`src/rtl/seq_decoder.sv`:
```
// Registered N-to-2**N decoder with direct, thermometer and up/down scan modes.
// The scan counter wraps modulo 2**N and flags each wrap with a one-cycle pulse.
module seq_decoder #(
  parameter int unsigned N       = 3,
  parameter bit          ACT_LOW = 1'b0
) (
  input  logic                clk,
  input  logic                rst,
  input  logic                en,
  input  logic [1:0]          mode,
  input  logic                load,
  input  logic [N-1:0]        a,
  output logic [(1<<N)-1:0]   y,
  output logic [N-1:0]        idx,
  output logic                wrap
);

  localparam int unsigned W = 1 << N;
  localparam logic [W-1:0] YMask = ACT_LOW ? {W{1'b1}} : {W{1'b0}};
  localparam logic [N-1:0] CntMax = {N{1'b1}};

  typedef enum logic [1:0] {
    ModeDirect   = 2'b00,
    ModeScanUp   = 2'b01,
    ModeScanDown = 2'b10,
    ModeTherm    = 2'b11
  } mode_e;

  logic [N-1:0] cnt_q, cnt_d;
  logic [W-1:0] y_q, y_d;
  logic         wrap_q, wrap_d;
  logic [W-1:0] therm;

  always_comb begin
    therm = '0;
    for (int unsigned i = 0; i < W; i++) begin
      therm[i] = (N'(i) <= a);
    end
  end

  // y_d is the active-high pattern; polarity is applied only when it is registered.
  always_comb begin
    cnt_d  = cnt_q;
    y_d    = y_q ^ YMask;
    wrap_d = 1'b0;
    if (en) begin
      unique case (mode_e'(mode))
        ModeDirect: begin
          cnt_d = a;
          y_d   = W'(1) << a;
        end
        ModeTherm: begin
          cnt_d = a;
          y_d   = therm;
        end
        ModeScanUp: begin
          if (load) begin
            cnt_d = a;
          end else begin
            cnt_d  = cnt_q + N'(1);
            wrap_d = (cnt_q == CntMax);
          end
          y_d = W'(1) << cnt_d;
        end
        ModeScanDown: begin
          if (load) begin
            cnt_d = a;
          end else begin
            cnt_d  = cnt_q - N'(1);
            wrap_d = (cnt_q == '0);
          end
          y_d = W'(1) << cnt_d;
        end
        default: begin
          cnt_d = cnt_q;
        end
      endcase
    end
  end

  always_ff @(posedge clk) begin
    if (rst) begin
      cnt_q  <= '0;
      y_q    <= YMask;
      wrap_q <= 1'b0;
    end else begin
      cnt_q  <= cnt_d;
      y_q    <= y_d ^ YMask;
      wrap_q <= wrap_d;
    end
  end

  // The index on y is always the counter value, so idx is simply the counter register.
  assign y    = y_q;
  assign idx  = cnt_q;
  assign wrap = wrap_q;

endmodule

```
`config.mk`:
```
export PLATFORM = sky130hd
export DESIGN_NAME = seq_decoder
export DESIGN_NICKNAME = d
export VERILOG_FILES = /design/src/rtl/seq_decoder.sv
export SDC_FILE = /design/constraint.sdc
export NUM_CORES = 1
export LEC_CHECK = 0
export BUFFER_PORTS_ARGS = -buffer_cell sky130_fd_sc_hd__buf_2
export CAP_MARGIN = 40
export CELL_PAD_IN_SITES_DETAIL_PLACEMENT = 1
export CELL_PAD_IN_SITES_GLOBAL_PLACEMENT = 2
export CORE_MARGIN = 2
export CORE_UTILIZATION = 32
export CTS_CLUSTER_DIAMETER = 100
export CTS_CLUSTER_SIZE = 16
export DETAILED_ROUTE_END_ITERATION = 6
export PLACE_DENSITY_LB_ADDON = 0.1
export SYNTH_ARGS = -nofsm -noshare
export SYNTH_HDL_FRONTEND = slang
export SYNTH_SLANG_ARGS = --single-unit
```
`constraint.sdc`:
```
create_clock -name clk -period 6.4 [get_ports clk]
set_clock_uncertainty 0.15 [all_clocks]
set_input_delay 1.92 -clock clk [delete_from_list [all_inputs] [get_ports clk]]
set_output_delay 1.92 -clock clk [all_outputs]
set_load 0.01 [all_outputs]
```
==> metrics.yaml <==
outcome: "complete, no violations"
fillers: 318
cts_hold_buf: 0
grt_most_used_layer: "met2"
fp.dieH_um: 54.8
path_buf_inv: 2
tightest_slew_ns: 0.484
cp.required_ns: 6.45
finalWeightedCongestion: 0.806
overflow: 0
cp_cell_sequence: "buf_2 > inv_1 > ha_1 > or3_4 > o211a_4 > nor3_4 > nand2_1 > a311oi_2"
nNetsFinal: 131
netlist_area_um2: 825
p_leak_nw: 0.422
port_buffers: 20
fin_crit_sh: 0.550
via_count: 770
hold_path.class: "reg2reg"
most-common-layout-cells: "buf_2, nor2_1, dfxtp_1"
ys_top_cells_by_area: "dfxtp_1, ha_1, nor2_1, a311oi_2, a211oi_1"
cts_resized: 0
crit_family: "simple AND/OR/NAND/NOR gates"
grt_util_met3: 0.0246
grt_use_met2: 0.254
cellInternalPower_w: 0.000139
htree_levels: 1
seqPwrFrac: 0.410
max_slew_margin: 0.677
ios: 21
hold_slack_ns: 0.329
die_area_mm2: 0.00300
initial_core_util: 0.336
switchingPower_w: 0.0000646
ctsLongestPathBuffers: 2
yosys_warnings: 0
wl_per_cell_um: 14.0
crit_type: "in2reg"
antenna_found_initial: 0
fin_tns_setup_ns: 0
path_clk_slew_ns: 0.08
r2r-start: "idx[0]$_SDFFE_PP0P_"
hold_viol_final: 0
rsz0062_at_grt: "false"
die_x_um: 54.8
grt_pass1_wl_um: 3440
clk_latency_ns: 0.28
ir_drop_uv: 74.7
period_needed_ns: 3.52
syn_avg_cell_area_um2: 8.68
min_from: "y[6]$_SDFFE_PP0P_"
antenna_cells: 0
worstSetupStartpointType: "input port"
critical_path_arrival_ns: 3.57
layout-drive-gt1-share: 0.307
grt_pass1_vias: 725
vias_per_cell: 5.35
utilization: 0.398
cts_setup_buffers: 0
cts_tree: "yes"
endpoint_kind: "flop"
rows: 18
routed_wl_um: 2020
grt_util_met1: 0.212
cellPowerDensity_mw_per_mm2: 208
maxCapViolations: 0
max_stage_delay_ns: 0.36
dp_hpwl_um: 1570
switching_share: 0.318
clock-sinks: 12
synth_seq_cells: 12
combPwrFrac: 0.287
max_freq_mhz: 284
grt_max_degree: 21
first_pass_iters: 4
numCtsBuffers: 3
synthesis.nets: 111
ys_types: 37
critPathMaxFanout: 7
layout_commonest_cell: "buf_2"
syn_to_final_growth_pct: 18.5
design.core.area_mm2: 0.00245
drt_iter0_markers: 4
drc: 0
power_frac_clock: 0.303
crit_start: "mode[0]"
slowest_stage: "ha_1"
grt_usage: 0.164
drv_slew: 0
synth-seq-area-share: 0.291
syn_inst: 95
synth_top_area_frac: 0.291
drtAntennaViolNets: 0
cts_root_buffer: "clkbuf_4"
yosysTopAreaCell: "dfxtp_1"
setup-violations-final: 0
final timing paths:
path / slack [ns] / endpoint / depth (start not counted)
min: 0.33 / y[6]$_SDFFE_PP0P_ / 2
min reg2reg: 0.33 / y[6]$_SDFFE_PP0P_ / 2
max: 2.88 / y[5]$_SDFFE_PP0P_ / 8
max reg2reg: 4.26 / y[5]$_SDFFE_PP0P_ / 7
worst reg2reg max path, delay by kind of cell, from the launching register on:
kind / cells / cell delay [ns]
compound gates: 2 / 0.55
fa+ha+maj: 1 / 0.29
buf+inv: 1 / 0.09
flops: 1 / 0.42
mux: 1 / 0.32
simple gates: 2 / 0.24
cell usage after synthesis, drive strengths merged:
cell / number
nor2: 16
dfxtp: 12
ha: 7
nand2: 7
inv: 6
a311oi: 5
a211oi: 4
clkbuf: 4
nand3: 4
nor3: 4
a21o: 2
a21oi: 2
a31oi: 2
o211a: 2
o211ai: 2
or3: 2
a221o: 1
a221oi: 1
a32oi: 1
buf: 1
mux2: 1
mux2i: 1
nand3b: 1
nand4: 1
nor4: 1
o21ai: 1
o21bai: 1
o31ai: 1
or2: 1
xnor2: 1
layout make-up:
| cell class | count | area (um^2) | share of cell area |
|---|---|---|---|
| multi-input cells | 72 | 541 | 0.553 |
| flip-flops and latches | 12 | 240 | 0.246 |
| repair buffers | 20 | 100 | 0.102 |
| well taps | 30 | 37.5 | 0.0384 |
| clock buffers | 4 | 36.3 | 0.0371 |
| inverters | 6 | 22.5 | 0.0230 |
cell families after synthesis:
family | count (synthesis) | share of synthesized area
buffers and inverters | 11 | 0.0531
AND/OR/NAND/NOR | 37 | 0.223
adder cells (fa/ha/maj) | 7 | 0.106
multiplexers | 2 | 0.0258
XOR/XNOR | 1 | 0.0106
flip-flops | 12 | 0.291
AO/OA/AOI/OAI | 25 | 0.290
flip-flops by register name, indices dropped and copies added, names as in the netlist:
signal  flops
idx         3
y           8
wrap        1
per-stage QoR:
| step | power, W | area (um^2) | std cells | setup WS [ns] |
|---|---|---|---|---|
| 2_1_floorplan | 0.000127 | 825 | 95 | 2.83 |
| 3_3_place_gp | 0.000144 | 941 | 140 | 2.60 |
| 3_5_place_dp | 0.000145 | 941 | 140 | 2.58 |
| 4_1_cts | 0.000208 | 977 | 144 | 2.88 |
| 5_1_grt | 0.000219 | 977 | 144 | 2.81 |
| 6_report | 0.000203 | 977 | 144 | 2.88 |
power groups by stage:
stage / Combinational, W / Sequential (W) / Clock [W]
floorplan: 0.0000396 / 0.0000873 / 0
global placement: 0.0000587 / 0.0000850 / 0
detailed placement: 0.0000592 / 0.0000853 / 0
CTS: 0.0000594 / 0.0000835 / 0.0000647
global route: 0.0000657 / 0.0000843 / 0.0000687
finish: 0.0000583 / 0.0000833 / 0.0000616
layer usage:
layer  wire length (um)  up-vias
met5                  0        -
met2                939       17
met1                963      361
met3                 66        5
met4                 51        0
li1                   -      387
No activity file was read; power rests on OpenSTA's default activity.
